<file path="src/rtl/colpar_pkg.sv">
// Shared definitions for the column-parity controller: loop sizes, FSM state
// encoding and the control-strobe bundle driven towards the datapath.
package colpar_pkg;

    localparam int unsigned COLPAR_DEPTHS           = 64;
    localparam int unsigned COLPAR_LANES            = 25;
    // One LOAD, one CALC per lane, one NEXT.
    localparam int unsigned COLPAR_CYCLES_PER_DEPTH = 27;
    localparam int unsigned COLPAR_STATE_W          = 3;

    typedef enum logic [COLPAR_STATE_W-1:0] {
        ST_IDLE = 3'd0,
        ST_INIT = 3'd1,
        ST_LOAD = 3'd2,
        ST_CALC = 3'd3,
        ST_NEXT = 3'd4,
        ST_DONE = 3'd5
    } colpar_state_t;

    // Control outputs of the sequencer, one bit per datapath control input.
    typedef struct packed {
        logic ld_fr;
        logic ld_r;
        logic en_fw;
        logic init0_c64;
        logic init0_c25;
        logic en_c64;
        logic en_c25;
        logic ready;
        logic busy;
        logic done;
    } colpar_ctrl_out_t;

    // Moore decode: the control bundle asserted while resident in a state.
    function automatic colpar_ctrl_out_t colpar_decode(input colpar_state_t st);
        colpar_ctrl_out_t o;
        o = '0;
        case (st)
            ST_IDLE: begin
                o.ready = 1'b1;
            end
            ST_INIT: begin
                o.busy      = 1'b1;
                o.init0_c64 = 1'b1;
                o.init0_c25 = 1'b1;
            end
            ST_LOAD: begin
                o.busy  = 1'b1;
                o.ld_fr = 1'b1;
            end
            ST_CALC: begin
                o.busy   = 1'b1;
                o.en_fw  = 1'b1;
                o.en_c25 = 1'b1;
            end
            ST_NEXT: begin
                o.busy   = 1'b1;
                o.ld_r   = 1'b1;
                o.en_c64 = 1'b1;
            end
            ST_DONE: begin
                o.busy = 1'b1;
                o.done = 1'b1;
            end
            default: begin
                o.ready = 1'b1;
            end
        endcase
        return o;
    endfunction

endpackage

</file>
<file path="src/rtl/colpar_ctrl.sv">
// Sequencer for the column-parity datapath: walks 64 depth slices of 25 lanes
// each, driving counter control, file-reader/writer and previous-depth strobes.
// Optional feature macro: COLPAR_CTRL_STALL_EN adds a stall input that freezes
// the walk in LOAD/CALC/NEXT and blanks all strobes while asserted.
module colpar_ctrl
    import colpar_pkg::*;
(
    input  logic clk,
    input  logic rst,
    input  logic start,
    input  logic co_c64,
    input  logic co_c25,
`ifdef COLPAR_CTRL_STALL_EN
    input  logic stall,
`endif
    output logic ld_fr,
    output logic ld_r,
    output logic en_fw,
    output logic init0_c64,
    output logic init0_c25,
    output logic en_c64,
    output logic en_c25,
    output logic ready,
    output logic busy,
    output logic done
);

    colpar_state_t    state_q;
    colpar_state_t    state_d;
    colpar_ctrl_out_t out_q;
    colpar_ctrl_out_t out_d;
    logic             walk_c;
    logic             hold_c;

    // States in which the datapath is actively being stepped.
    assign walk_c = (state_q == ST_LOAD) || (state_q == ST_CALC) || (state_q == ST_NEXT);

`ifdef COLPAR_CTRL_STALL_EN
    assign hold_c = stall & walk_c;
`else
    assign hold_c = 1'b0;
`endif

    // Next-state decode; counter carry-outs only matter in CALC/NEXT.
    always_comb begin
        state_d = state_q;
        case (state_q)
            ST_IDLE: begin
                if (start) begin
                    state_d = ST_INIT;
                end
            end
            ST_INIT: begin
                state_d = ST_LOAD;
            end
            ST_LOAD: begin
                if (!hold_c) begin
                    state_d = ST_CALC;
                end
            end
            ST_CALC: begin
                if (!hold_c && co_c25) begin
                    state_d = ST_NEXT;
                end
            end
            ST_NEXT: begin
                if (!hold_c) begin
                    state_d = co_c64 ? ST_DONE : ST_LOAD;
                end
            end
            ST_DONE: begin
                state_d = ST_IDLE;
            end
            default: begin
                state_d = ST_IDLE;
            end
        endcase
    end

    // Output bundle for the upcoming state, so the registered copy lines up with state_q.
    always_comb begin
        out_d = colpar_decode(state_d);
    end

    // State and output registers with synchronous reset back to IDLE.
    always_ff @(posedge clk) begin
        if (rst) begin
            state_q <= ST_IDLE;
            out_q   <= colpar_decode(ST_IDLE);
        end else begin
            state_q <= state_d;
            out_q   <= out_d;
        end
    end

    // Strobes are blanked during a stall; status flags pass straight through.
    assign ld_fr     = out_q.ld_fr     & ~hold_c;
    assign ld_r      = out_q.ld_r      & ~hold_c;
    assign en_fw     = out_q.en_fw     & ~hold_c;
    assign init0_c64 = out_q.init0_c64 & ~hold_c;
    assign init0_c25 = out_q.init0_c25 & ~hold_c;
    assign en_c64    = out_q.en_c64    & ~hold_c;
    assign en_c25    = out_q.en_c25    & ~hold_c;
    assign ready     = out_q.ready;
    assign busy      = out_q.busy;
    assign done      = out_q.done;

endmodule

</file>
<file path="config.mk">
export PLATFORM = sky130hd
export DESIGN_NAME = colpar_ctrl
export DESIGN_NICKNAME = d
export VERILOG_FILES = /design/src/rtl/colpar_pkg.sv /design/src/rtl/colpar_ctrl.sv
export SDC_FILE = /design/constraint.sdc
export NUM_CORES = 1
export LEC_CHECK = 0
export CAP_MARGIN = 10
export CELL_PAD_IN_SITES_DETAIL_PLACEMENT = 1
export CELL_PAD_IN_SITES_GLOBAL_PLACEMENT = 2
export CORE_MARGIN = 2
export CORE_UTILIZATION = 25
export CTS_CLUSTER_DIAMETER = 60
export CTS_CLUSTER_SIZE = 40
export DETAILED_ROUTE_END_ITERATION = 8
export PLACE_DENSITY = 0.82
export SYNTH_ARGS = -nofsm -noshare
export SYNTH_HDL_FRONTEND = slang
export SYNTH_SLANG_ARGS = --single-unit
export TNS_END_PERCENT = 100
</file>
<file path="constraint.sdc">
create_clock -name clk -period 1.3 [get_ports clk]
set_input_delay 0.13 -clock clk [delete_from_list [all_inputs] [get_ports clk]]
set_output_delay 0.13 -clock clk [all_outputs]
set_load 0.05 [all_outputs]
</file>
==> implementation parameters <==
Parameter                              Value

Logic synthesis
  Post-Syn Instances    44
  Register bit count reported by yosys    10
  Share of the synthesized area in the top cell type    0.443
  Number of synthesis warnings    0
  Sequential share of the synthesized area    0.443
  Most area-consuming cells after synthesis    dfxtp_1, buf_4, nor4bb_4, nor2_1, nor4b_2
  Post-Synthesis Net Count    49
  Yosys top cell by area    dfxtp_1
  Cell area after synthesis    between 400 and 500 um^2
  Post-synthesis cell type count    25
  Mean area per synthesized cell    roughly 10 um^2

Clocking
  Cell at the root of the clock tree    clkbuf_4
  Clk Latency, worst-skew pair    roughly 0.27 ns
  H-tree levels    1
  Clock Pin Slew Worst Setup and Hold Paths    around 0.07 ns
  Sink count of the clock tree    10
  Hold bufs inserted after CTS    0
  Postcts setup bufs    0
  TritonCTS clock tree    done
  Number of CTS-inserted buffers    3
  Max clock buf depth    2

Die
  Placeable core region    around 0.0017 mm^2
  Number of top-level pins    15
  Starting density of the core    0.264
  Die Wd    46.5 um
  Die area    approximately 0.0022 mm^2
  Die outline height    between 40 and 50 um
  Total number of placement rows    15

Timing
  Worst clock skew    between 0.002 and 0.003 ns
  Minimum setup slack in the final design    ~0.1 ns
  Worst slew pin tran    about 0.32 ns
  Final number of max-transition violations    0
  Setup violations, final    0
  Fmax    834 MHz
  Max-Slew Margin vs Limit    0.786
  Time the worst path needs with I/O delays and setup    between 1 and 1.5 ns
  Final critical-path share of the clock period    0.922
  Post-Route Hold Slack    between 0.6 and 0.7 ns
  Final hold violations    0
  Unrepaired setup endpoints after global routing    false

Power
  Lkg Pwr    0.286 nW
  VDD IR max    about 450 uV
  Share of total power consumed by net switching    0.292
  Cell-internal power    0.616 mW
  Switch Pwr    between 0.2 and 0.3 mW
  Power share of the clock group    0.322
  Comb pwr share    0.262
  Reg power frac    0.416
  Power density over cell area    between 1000 and 1500 mW/mm^2

Setup path
  Critical Path Slowest Stage Cell    dfxtp_1
  Arrival time at the worst endpoint    1.40 ns
  Stage delay of the slowest cell on the critical path    ~0.43 ns
  CP required    ~1.5 ns
  Startpoint Class    register
  Type of the worst setup path    reg2reg
  Maximum net fanout on the critical path    7
  Crit path cell chain    nor4bb_4 > o21bai_1 > nor2b_1
  Crit end category    register

Min path
  Classification of the worst-slack hold path    in2reg

Place
  Port Buffers    14
  Global placer's final weighted congestion    0.685
  Cell total after placement    79
  Post-DP HPWL    644 um
  Cell area after placement    ~690 um^2
  Place WS    -0.0255 ns

Detailed routing
  Final routed DRC violation total    0
  Final routed wire length divided by cell count    about 10 um
  Via count of the routed design    approximately 370
  Number of DRC markers after the initial detailed-route iteration    9
  Post-route antenna net violation count    0
  Number of iterations in the first detailed-routing pass    2
  Total routed wirelength    ~830 um
  Via/cell ratio    between 4 and 5

Finish
  Antenna fix cells    0
  Filler cell count in the final layout    between 150 and 200
  Finished Layout Cells    83
  Final nets    64
  Final Instance Area    731 um^2
  Fraction of layout cells with a size suffix above 1    0.379
  Relative area change from synthesis to final layout    61.8%

Global route
  Maximum number of pins on one net before global-route repair    11
  Antenna violations before repair    0
  GRT overflow    0
  Via count of the first global-routing pass    around 320
  Wire length of the first global-routing pass    1370 um
  Overall Global Routing Usage    0.0948

Job
  Max cap viols    0

Outcome
  Status    finished, final reports clean
## per-stage QoR
stage	power, mW	setup TNS, ns	utilization
final	0.870	0	0.428
after detailed placement	0.599	-0.0255	0.406
after global routing	0.913	0	0.428
after global placement	0.597	-0.00536	0.406
after floorplan	0.498	0	-
after CTS	0.886	0	0.427
## repair_timing
item / in CTS / in global routing
endpoints found under the setup margin: 0 / 5
endpoints found under the hold margin: 0 / 0
resized for setup: 0 / 1
## state kept, by name, indices dropped and copies added (netlist names)
signal / flops
busy: 1
done: 1
en_c25: 1
en_c64: 1
init0_c64: 1
ld_fr: 1
ready: 1
state_q: 3
## worst max-delay path, delay by kind of cell (launching register included)
family / cells / cell delay, ns
AND/OR/NAND/NOR: 2 / 0.53
flip-flops: 1 / 0.43
AO/OA/AOI/OAI: 1 / 0.17
## area by class of cell
class                           instances  area (um^2)  area share
Clock buffer                            4         36.3      0.0497
Inverter                                2         7.51      0.0103
Multi-Input combinational cell         26          199       0.272
Timing Repair Buffer                   16          255       0.349
Sequential cell                        10          201       0.276
Tap cell                               25         31.3      0.0428
## Yosys cell counts, drive strengths merged
master	number
nor2b	2
dfxtp	10
nand2	1
nor3	2
a21oi	1
a211oi	2
o21a	1
nor3b	1
inv	2
nor2	4
a211o	1
or2	1
nor4bb	1
and4b	1
nand3	2
buf	6
o21ba	1
o21ai	1
a21boi	1
o21bai	1
nor4b	2
## path summary, 6_finish.rpt
path / startpoint / to / slack, ns / cells after the start
worst min-delay path: rst / state_q[1] / 0.61 / 2
worst max-delay path: state_q[2] / en_c64 / 0.10 / 3
worst max register to register: state_q[2] / en_c64 / 0.10 / 3
worst min register to register: state_q[2] / en_c25 / 0.65 / 3
## cells in the final DEF, fill, tap and decap left out, types with 2 or more instances in the layout
cell type and n:
buf_12 10, dfxtp_1 9, nor2_1 4, clkdlybuf4s50_1 4, clkbuf_4 3, inv_1 2
nand3_1 2, nor2b_1 2, nor3_1 2, buf_4 2
## cell families after synthesis
| group | synth area share |
|---|---|
| flops | 0.443 |
| compound gates | 0.166 |
| simple gates | 0.274 |
| buf+inv | 0.116 |
## layer usage
| metal | wire (um) | track usage | share of wire |
|---|---|---|---|
| met1 | 374 | 0.105 | 0.45 |
| met2 | 397 | 0.139 | 0.48 |
| met3 | 35 | 0.0353 | 0.042 |
| met4 | 22 | 0.0857 | 0.027 |
| met5 | 0 | 0 | 0 |
## power by group through the flow
stage | Sequential [mW] | Combinational, mW | Clock (mW)
finish | 0.362 | 0.228 | 0.280
global placement | 0.368 | 0.229 | 0
global route | 0.366 | 0.241 | 0.306
CTS | 0.361 | 0.231 | 0.295
floorplan | 0.397 | 0.102 | 0
detailed placement | 0.368 | 0.230 | 0
Note: power is estimated with default switching activity, not from simulation.
